[src/rtl/RISCV_pkg.sv]
// Shared SoC constants and typedefs for the memory building blocks.
package RISCV_pkg;

  localparam int unsigned WORD_WIDTH  = 32;
  localparam int unsigned INDEX_WIDTH = 4;
  localparam int unsigned DEPTH       = 2 ** INDEX_WIDTH;

  typedef logic [WORD_WIDTH-1:0]  word_t;
  typedef logic [INDEX_WIDTH-1:0] index_t;

endpackage

[src/rtl/ram_sdp.sv]
// Simple-dual-port flop-array RAM: synchronous write, registered read.
// Define RAM_WR_BYPASS_EN for write-first forwarding on same-index collisions.
module ram_sdp
  import RISCV_pkg::*;
#(
  parameter int unsigned WordWidth  = WORD_WIDTH,
  parameter int unsigned IndexWidth = INDEX_WIDTH
) (
  input  logic                  clk_i,
  input  logic                  arstn_i,
  input  logic                  wr_i,
  input  logic [WordWidth-1:0]  wr_data_i,
  input  logic [IndexWidth-1:0] wr_index_i,
  input  logic                  rd_i,
  input  logic [IndexWidth-1:0] rd_index_i,
  output logic [WordWidth-1:0]  rd_data_o
);

  localparam int unsigned Depth = 2 ** IndexWidth;

  logic [WordWidth-1:0] mem_q [Depth];
  logic [WordWidth-1:0] rd_data_d, rd_data_q;

  for (genvar g = 0; g < Depth; g++) begin : g_entry
    logic wr_en;
    assign wr_en = wr_i && (wr_index_i == IndexWidth'(g));

    always_ff @(posedge clk_i or negedge arstn_i) begin
      if (!arstn_i) begin
        mem_q[g] <= '0;
      end else if (wr_en) begin
        mem_q[g] <= wr_data_i;
      end
    end
  end

  always_comb begin
    rd_data_d = rd_data_q;
    if (rd_i) begin
      rd_data_d = mem_q[rd_index_i];
`ifdef RAM_WR_BYPASS_EN
      // Write-first: a colliding write wins over the stored word.
      if (wr_i && (wr_index_i == rd_index_i)) begin
        rd_data_d = wr_data_i;
      end
`endif
    end
  end

  always_ff @(posedge clk_i or negedge arstn_i) begin
    if (!arstn_i) begin
      rd_data_q <= '0;
    end else begin
      rd_data_q <= rd_data_d;
    end
  end

  assign rd_data_o = rd_data_q;

endmodule

[src/rtl/top_soc_ram.sv]
// SoC-level wrapper around the simple-dual-port register-file RAM.
// Optional write-first forwarding is selected by RAM_WR_BYPASS_EN.
module top_soc_ram
  import RISCV_pkg::*;
#(
  parameter int unsigned WordWidth  = WORD_WIDTH,
  parameter int unsigned IndexWidth = INDEX_WIDTH
) (
  input  logic                  clk_i,
  input  logic                  arstn_i,
  input  logic                  wr_i,
  input  logic [WordWidth-1:0]  wr_data_i,
  input  logic [IndexWidth-1:0] wr_index_i,
  input  logic                  rd_i,
  output logic [WordWidth-1:0]  rd_data_o,
  input  logic [IndexWidth-1:0] rd_index_i
);

  ram_sdp #(
    .WordWidth (WordWidth),
    .IndexWidth(IndexWidth)
  ) u_ram_sdp (
    .clk_i     (clk_i),
    .arstn_i   (arstn_i),
    .wr_i      (wr_i),
    .wr_data_i (wr_data_i),
    .wr_index_i(wr_index_i),
    .rd_i      (rd_i),
    .rd_index_i(rd_index_i),
    .rd_data_o (rd_data_o)
  );

endmodule

[config.mk]
export PLATFORM = sky130hd
export DESIGN_NAME = top_soc_ram
export DESIGN_NICKNAME = d
export VERILOG_FILES = /design/src/rtl/RISCV_pkg.sv /design/src/rtl/ram_sdp.sv /design/src/rtl/top_soc_ram.sv
export SDC_FILE = /design/constraint.sdc
export NUM_CORES = 1
export LEC_CHECK = 0
export ABC_CLOCK_PERIOD_IN_PS = 2000
export CAP_MARGIN = 30
export CORE_MARGIN = 2
export CORE_UTILIZATION = 45
export DETAILED_ROUTE_END_ITERATION = 7
export PLACE_DENSITY = 0.66
export SLEW_MARGIN = 5
export SYNTH_ARGS = -nofsm -noshare
export SYNTH_HDL_FRONTEND = slang
export SYNTH_SLANG_ARGS = --single-unit
export TNS_END_PERCENT = 30
[constraint.sdc]
create_clock -name clk_i -period 2 [get_ports clk_i]
set_clock_uncertainty 0.2 [all_clocks]
set_input_delay 0.3 -clock clk_i [delete_from_list [all_inputs] [get_ports clk_i]]
set_output_delay 0.3 -clock clk_i [all_outputs]
set_load 0.01 [all_outputs]
# After elaboration in Yosys (flattened, before gate mapping)
# Index checks and enable logic that the tools add are counted.
op_classes:
  add_sub_neg: 0
  multipliers: 0
  n_div: 0
  n_lt_le_gt_ge: 1
  n_eq_ne: 15
  n_shift: 0
  muxes: 3
  n_bitwise: 1
  reduce_logical: 17
op_table:
  columns: ["cell", "count"]
  rows:
  - ["32-bit binary-select mux with 4-bit select", 1]
  - ["32-bit two-way mux", 2]
  - ["4-bit equality test (second input constant)", 8]
  - ["4-bit by 3-bit equality test with 1-bit output (second input constant)", 4]
  - ["1-bit logical AND", 16]
  - ["4-bit by 2-bit equality test with 1-bit output (second input constant)", 2]
  - ["5-bit greater-or-equal comparator (second input constant)", 1]
  - ["4-bit inverter with 5-bit output", 1]
  - ["4-bit by 1-bit equality test with 1-bit output (second input constant)", 1]
  - ["4-bit logical NOT", 1]
totals:
  register_bits: 544
  latchBits: 0
  ramBits: 0
  romBits: 0
  input_bits: 44
  out_inout_bits: 32
  word_cells: 54
  memories: 0

# Longest topological paths before layout
# Gate-level depths: netlist of the first run.
logic_depth:
  depth_word: 4
  ltp_mapped: 6
  ltp_nobuf: 3

# Worst setup path before layout of the first run
# OpenSTA, ideal clock, no wires.
synth_path:
  path_kind: "input -> register"
  startpoint: "input rd_index_i[0]"
  endpoint: "register u_ram_sdp.rd_data_q[21] (netlist: u_ram_sdp.rd_data_o[21])"
  setup_time_ns: 0.146
  arrival_ns: 1.479
  required_ns: 1.654
  setup_slack_ns: 0.175
  path_stages: 6
  n_path_buf: 3
  cell_sequence: "buf_2 buf_6 buf_6 mux4_2 o22ai_1 a221oi_1"
synth_via:
  elab_chain_cells: 4
synth_lines:
  columns: ["element", "line", "rtl"]
  rows:
  - ["start, declared", "top_soc_ram.sv:16", "input logic [IndexWidth-1:0] rd_index_i"]
  - ["4-bit inverter with 5-bit output (not written as such)", "ram_sdp.sv:40", "rd_data_d = mem_q[rd_index_i];"]
  - ["32-bit binary-select mux with 4-bit select", "ram_sdp.sv:40", null]
  - ["32-bit two-way mux (not written as such) (2 in a row)", "ram_sdp.sv:40", null]
  - ["end signal, assigned", "ram_sdp.sv:54", "rd_data_q <= rd_data_d;"]
  - ["end, declared", "ram_sdp.sv:22", "logic [WordWidth-1:0] rd_data_d, rd_data_q;"]
# No other way between the ends. The select of a mux whose other input is x is not followed.
# A chain may end at the register's enable or synchronous reset.

# Final worst setup path of the first run
layout_path:
  startpoint: "register u_ram_sdp.rd_data_q[2] (netlist: u_ram_sdp.rd_data_o[2])"
  endpoint: "output rd_data_o[2]"
layout_lines:
  columns: ["element", "line", "rtl"]
  rows:
  - ["end, declared", "top_soc_ram.sv:15", "output logic [WordWidth-1:0] rd_data_o,"]
# No word-level cell between the ends.

==> metrics.txt, run 1 <==
RSZ-0062 raised after global routing no; Switching Fraction 24.5%; Detailed Route WL 57,600 um; critical-path maximum fanout 2; Tot GR Track Use 21.3%; final period utilization 94.1%; clock power share 34.2%; critical path, cell by cell dlygate4sd2_1; First DRT Iteration DRCs 736; Initial Util 45.6%; clk sinks 544; Worst-Skew Late Latency 0.62 ns; slowest stage delay, CP 0.44 ns; worst endpoint data arrival time 1.38 ns; CP endpoint kind output pin; power per cell area 1080 mW/mm2; HP Class in -> reg; sequential power share 48.3%; post-DP HPWL 35,500 um; CP bufs+invs 1; # diodes 0; Slew Limit Fails 0; fin area 0.0285 mm2; crit start category flop; CTS clk-pin slew, worst paths 0.06 ns; clock tree buffer depth 3; Int Power 23.1 mW; crit path kind reg -> out; Site Rows 84; Vert. Die Dim 235 um; Syn Nets 1,519; final net count 1,640; worst slew pin tran 0.603 ns; routed via count 13,500; min cycle time layout 1.88 ns; post-route ant nets 0; post-layout util 54.1%; area grow syn2layout 18.5%; largest net degree at the start of global routing 66; die area 0.0553 mm2; drt drc 0; sw power 7.52 mW; Comb power frac 17.4%; register bit count reported by yosys 544; layout cells sized above 1 53.0%; slowest stage cell, crit path dfrtp_1; cts bufs inserted 56; wire per inst 24.8 um; vias in the first global route 14,800; synth unique cells 22; Synth Cell Area 0.0240 mm2; sequential share of the synthesized area 56.7%; Req. time, crit path 1.50 ns; DP Area 0.0266 mm2; commonest cells after routing, fill and taps aside dfrtp_1 (543), mux2_2 (499), mux4_2 (128); commonest non-fill, non-tap cell in the layout dfrtp_1; Initial DRT Pass Iterations 5; CTS tree built; Mapped Cells 1,475; maximum vdd drop 0.710 mV; Warnings, synthesis 0; Lkg Pwr 12.2 nW; Buffers on Ports 75; htree depth 2; Final Wtd Congestion 0.756; core area 0.0527 mm2; status completed; Avg Cell Area, Syn 16.3 um2; IO Pins 76; Die W 235 um; GR Overflow Total 0; Peak Freq 0.531 GHz; CP delay by family, top flip-flops; pre-CTS setup slack -0.401 ns; final hold viol count 0; maxcap violations 0; worst setup margin 0.118 ns; Slew headroom 59.7%; global-route wire length before repair 90,700 um; Via density 5.79; final setup fails 0; root buf cell clkbuf_16; initial antenna violation count 1
-- layout make-up --
cell class	instances	area (um2)
Multi-Input combinational cell	795	9810
Clock inverter	18	201
Timing Repair Buffer	199	2330
Sequential cell	544	13600
Fill cell	4230	24200
Clock buffer	81	1670
Tap cell	688	861
-- cell families (layout without fill, tap and decap cells) --
family | after synthesis | count (layout) | share of synthesized area, %
AO/OA/AOI/OAI | 64 | 64 | 2.00
buffers and inverters | 136 | 298 | 2.92
flip-flops | 544 | 544 | 56.7
multiplexers | 672 | 672 | 37.3
AND/OR/NAND/NOR | 59 | 59 | 1.11
-- layer usage --
metal  track usage, %  up-vias  wire length [um]
met5                0        -                13
met4             4.72        2               952
met3             3.37       59              2110
met2             34.0      223             27400
met1             31.0     7406             27100
li1                 -     5779                 -
-- state kept, by name, summed over array words and instances, names as in the netlist --
signal               flops
u_ram_sdp.rd_data_o     32
u_ram_sdp.mem_q        512
-- per-stage QoR --
| step | instances | hold slack [ns] | total power [mW] | TNS (ns) |
|---|---|---|---|---|
| after floorplan | 1475 | -0.196 | 18.5 | 0 |
| after global placement | 2223 | 0.0412 | 20.1 | -138.71 |
| after detailed placement | 2223 | 0.0462 | 20.5 | -136.97 |
| after CTS | 2325 | 0.00581 | 31.0 | 0 |
| after global routing | 2325 | 0.0430 | 32.2 | 0 |
| final | 2325 | 0.0308 | 30.7 | 0 |
-- power by group through the flow --
stage / Clock [mW] / Sequential [mW] / Combinational, mW
after detailed placement: 0 / 15.0 / 5.49
after CTS: 10.8 / 14.8 / 5.43
after global routing: 11.2 / 15.1 / 5.81
after global placement: 0 / 14.8 / 5.29
after floorplan: 0 / 14.6 / 3.94
final: 10.5 / 14.8 / 5.35
-- path summary, 6_finish.rpt --
check	from	end	slack (ns)	cells after the start
worst min register to register	u_ram_sdp.mem_q[435]$_DFFE_PN0P_	u_ram_sdp.mem_q[435]$_DFFE_PN0P_	0.29	1
worst max register to register	u_ram_sdp.mem_q[94]$_DFFE_PN0P_	u_ram_sdp.rd_data_o[30]$_DFFE_PN0P_	0.42	3
max in group asynchronous	arstn_i	u_ram_sdp.mem_q[206]$_DFFE_PN0P_	0.98	3
worst min-delay path	rd_i	u_ram_sdp.rd_data_o[4]$_DFFE_PN0P_	0.03	4
min in group asynchronous	arstn_i	u_ram_sdp.mem_q[324]$_DFFE_PN0P_	0.19	3
worst max-delay path	u_ram_sdp.rd_data_o[2]$_DFFE_PN0P_	rd_data_o[2]	0.12	1
-- synth_stat cells --
cell,n,area [um2]
a221oi_1,32,280
and2_1,1,6.26
buf_2,61,305
buf_4,8,60.1
buf_6,11,124
clkbuf_1,55,206
clkbuf_2,1,5.00
dfrtp_1,544,13600
mux2_1,13,146
mux2_2,499,5620
mux2i_1,32,320
mux4_2,128,2880
nand2_1,2,7.51
nand2b_1,6,37.5
nand3_1,1,5.00
nand3b_1,2,15.0
nor2_1,42,158
nor2b_1,1,6.26
nor3b_2,1,12.5
o22ai_1,32,200
or2_2,1,6.26
or3_1,2,12.5
-- repair_timing --
action	CTS	global route
hold buffers	2	0
setup buffers	1	0
endpoints found under the setup margin	32	0
endpoints found under the hold margin	544	0
gates resized for setup	33	0
Note: power is estimated with default switching activity, not from simulation.
==> run 2: changes to the inputs <==
--- a/config.mk
+++ b/config.mk
@@ -6,10 +6,11 @@
 export NUM_CORES = 1
 export LEC_CHECK = 0
 export ABC_CLOCK_PERIOD_IN_PS = 2000
-export CAP_MARGIN = 30
+export CAP_MARGIN = 10
 export CORE_MARGIN = 2
 export CORE_UTILIZATION = 45
 export DETAILED_ROUTE_END_ITERATION = 7
+export MAX_ROUTING_LAYER = met4
 export PLACE_DENSITY = 0.66
 export SLEW_MARGIN = 5
 export SYNTH_ARGS = -nofsm -noshare
==> run 2 against run 1 <==
Sequential share of layout area about the same. Flip-flop and latch count did not move. Final cell count is essentially flat. Via count shrank 0.12%. Combinational power about the same. Utilization about the same. Setup slack lost 0.0010 ns. Largest cell class unchanged.
==> metrics.txt, run 2 (synthesis gave the netlist of run 1 again) <==
status completed; critical-path maximum fanout 2 (unchanged); drt drc 0 (unchanged); CTS clk-pin slew, worst paths 0.06 ns (about the same); commonest non-fill, non-tap cell in the layout dfrtp_1; largest net degree at the start of global routing 66 (unchanged); Peak Freq 0.531 GHz (about the same); Req. time, crit path 1.50 ns (about the same); First DRT Iteration DRCs 729 (-0.95%); worst slew pin tran 0.618 ns (+0.0152 ns); CP bufs+invs 1 (unchanged); vias in the first global route 14,800 (+0.088%); max reg flops 512 (unchanged); Initial DRT Pass Iterations 4 (-1); hold depth 4 (unchanged); htree depth 2 (unchanged); WL met2 27,400 um (-0.12%); maxcap violations 0 (unchanged); metal3 WL 2210 um (+4.5%); IO Pins 76 (unchanged); clk sinks 544 (unchanged); routed via count 13,500 (-0.12%); fin cells 2,326 (+0.043%); Via density 5.78 (-0.16%); Initial Util 45.6% (unchanged); cts bufs inserted 56 (unchanged); global-route wire length before repair 90,700 um (about the same); final net count 1,640 (unchanged); slowest stage cell, crit path dfrtp_1; Worst-Skew Late Latency 0.62 ns (about the same); Lkg Pwr 12.2 nW (unchanged); core area 0.0527 mm2 (unchanged); min cycle time layout 1.88 ns (+0.00103 ns); slowest stage delay, CP 0.44 ns (about the same); Buffers on Ports 75 (unchanged); Slew headroom 58.7% (-1.0 points); Top Metal Used met4; Site Rows 84 (unchanged); final setup fails 0 (unchanged); HP Class in -> reg; maximum vdd drop 0.712 mV (+0.36%); crit path kind reg -> out; Die W 235 um (unchanged); WL met1 26,900 um (-0.54%); GR Overflow Total 0 (unchanged); power per cell area 1080 mW/mm2 (about the same); die area 0.0553 mm2 (unchanged); wire per inst 24.7 um (-0.21%); Placed Instances 2,223 (unchanged); worst endpoint data arrival time 1.38 ns (about the same); CP endpoint kind output pin; RSZ-0062 raised after global routing no; Vert. Die Dim 235 um (unchanged); Biggest register u_ram_sdp.mem_q; post-DP HPWL 35,500 um (unchanged); crit start category flop; area grow syn2layout 18.5% (about the same); Slew Limit Fails 0 (unchanged); final period utilization 94.2% (about the same); Final Wtd Congestion 0.766 (+1.3%); Tot GR Track Use 22.0% (+0.65 points); CTS tree built; clock tree buffer depth 3 (unchanged); critical path, cell by cell dlygate4sd2_1; commonest cells after routing, fill and taps aside dfrtp_1 (543), mux2_2 (499), mux4_2 (128); root buf cell clkbuf_16; layout cells sized above 1 53.0% (unchanged); Detailed Route WL 57,500 um (-0.17%); R2R depth 3 (unchanged); Fillers 4,229 (-0.024%); CP delay by family, top flip-flops; post-route ant nets 0 (unchanged); Crit path depth 1 (unchanged); initial antenna violation count 1 (unchanged); final hold viol count 0 (unchanged); Pwr Total 30.7 mW (about the same)
-- run 2: cell count changes in the layout (fill, tap and decap cells not counted) --
cell and delta:
diode_2 +1
-- run 2: report_power, final --
| part | switching (mW) | total, mW | internal (mW) |
|---|---|---|---|
| sequential | 1.27 | 14.8 | 13.5 |
| combinational | 1.90 | 5.35 | 3.45 |
| clock | 4.34 | 10.5 | 6.14 |
-- run 2: worst paths after layout --
check,start,end,slack (ns)
min in group asynchronous,arstn_i,u_ram_sdp.mem_q[324]$_DFFE_PN0P_,0.19
worst max-delay path,u_ram_sdp.rd_data_o[2]$_DFFE_PN0P_,rd_data_o[2],0.12
worst min-delay path,rd_i,u_ram_sdp.rd_data_o[4]$_DFFE_PN0P_,0.03
worst min register to register,u_ram_sdp.mem_q[102]$_DFFE_PN0P_,u_ram_sdp.mem_q[102]$_DFFE_PN0P_,0.29
max in group asynchronous,arstn_i,u_ram_sdp.mem_q[206]$_DFFE_PN0P_,0.98
worst max register to register,u_ram_sdp.mem_q[94]$_DFFE_PN0P_,u_ram_sdp.rd_data_o[30]$_DFFE_PN0P_,0.41
-- run 2: layout make-up --
type,instances,area [um2],area share (%)
multi-input combinational,795,9810,34.4
antenna,1,2.50,0.00879
timing repair buffer,199,2330,8.19
clock buffer,81,1670,5.85
tap,688,861,3.02
sequential,544,13600,47.8
clock inverter,18,201,0.707
-- run 2: per-layer routing --
metal / vias up / track usage, %
li1: 5779 / -
met1: 7380 / 31.0
met2: 235 / 34.0
met3: 59 / 3.35
met4: 0 / 4.72
met5: - / -
-- run 2: worst register-to-register path, stage by stage (launching register included) --
cell	delay [ns]
dfrtp_1	0.38
mux4_2	0.50
o22ai_1	0.25
a221oi_1	0.12
-- run 2: repair_timing --
item	CTS	global route
endpoints found under the setup margin	32	0
setup buffers	1	0
gates resized for setup	33	0
hold buffers	2	0
endpoints found under the hold margin	544	0
-- run 2: metrics by stage --
step                instance area, um2  setup TNS (ns)  worst slack, ns  utilization (%)  hold WS (ns)
floorplan                        24000               0            0.175                -        -0.196
global placement                 26600         -138.71           -0.401             50.5        0.0412
detailed placement               26600         -136.97           -0.401             50.5        0.0462
CTS                              28500               0           0.0809             54.1       0.00581
global route                     28500               0           0.0593             54.1        0.0430
finish                           28500               0            0.117             54.1        0.0305
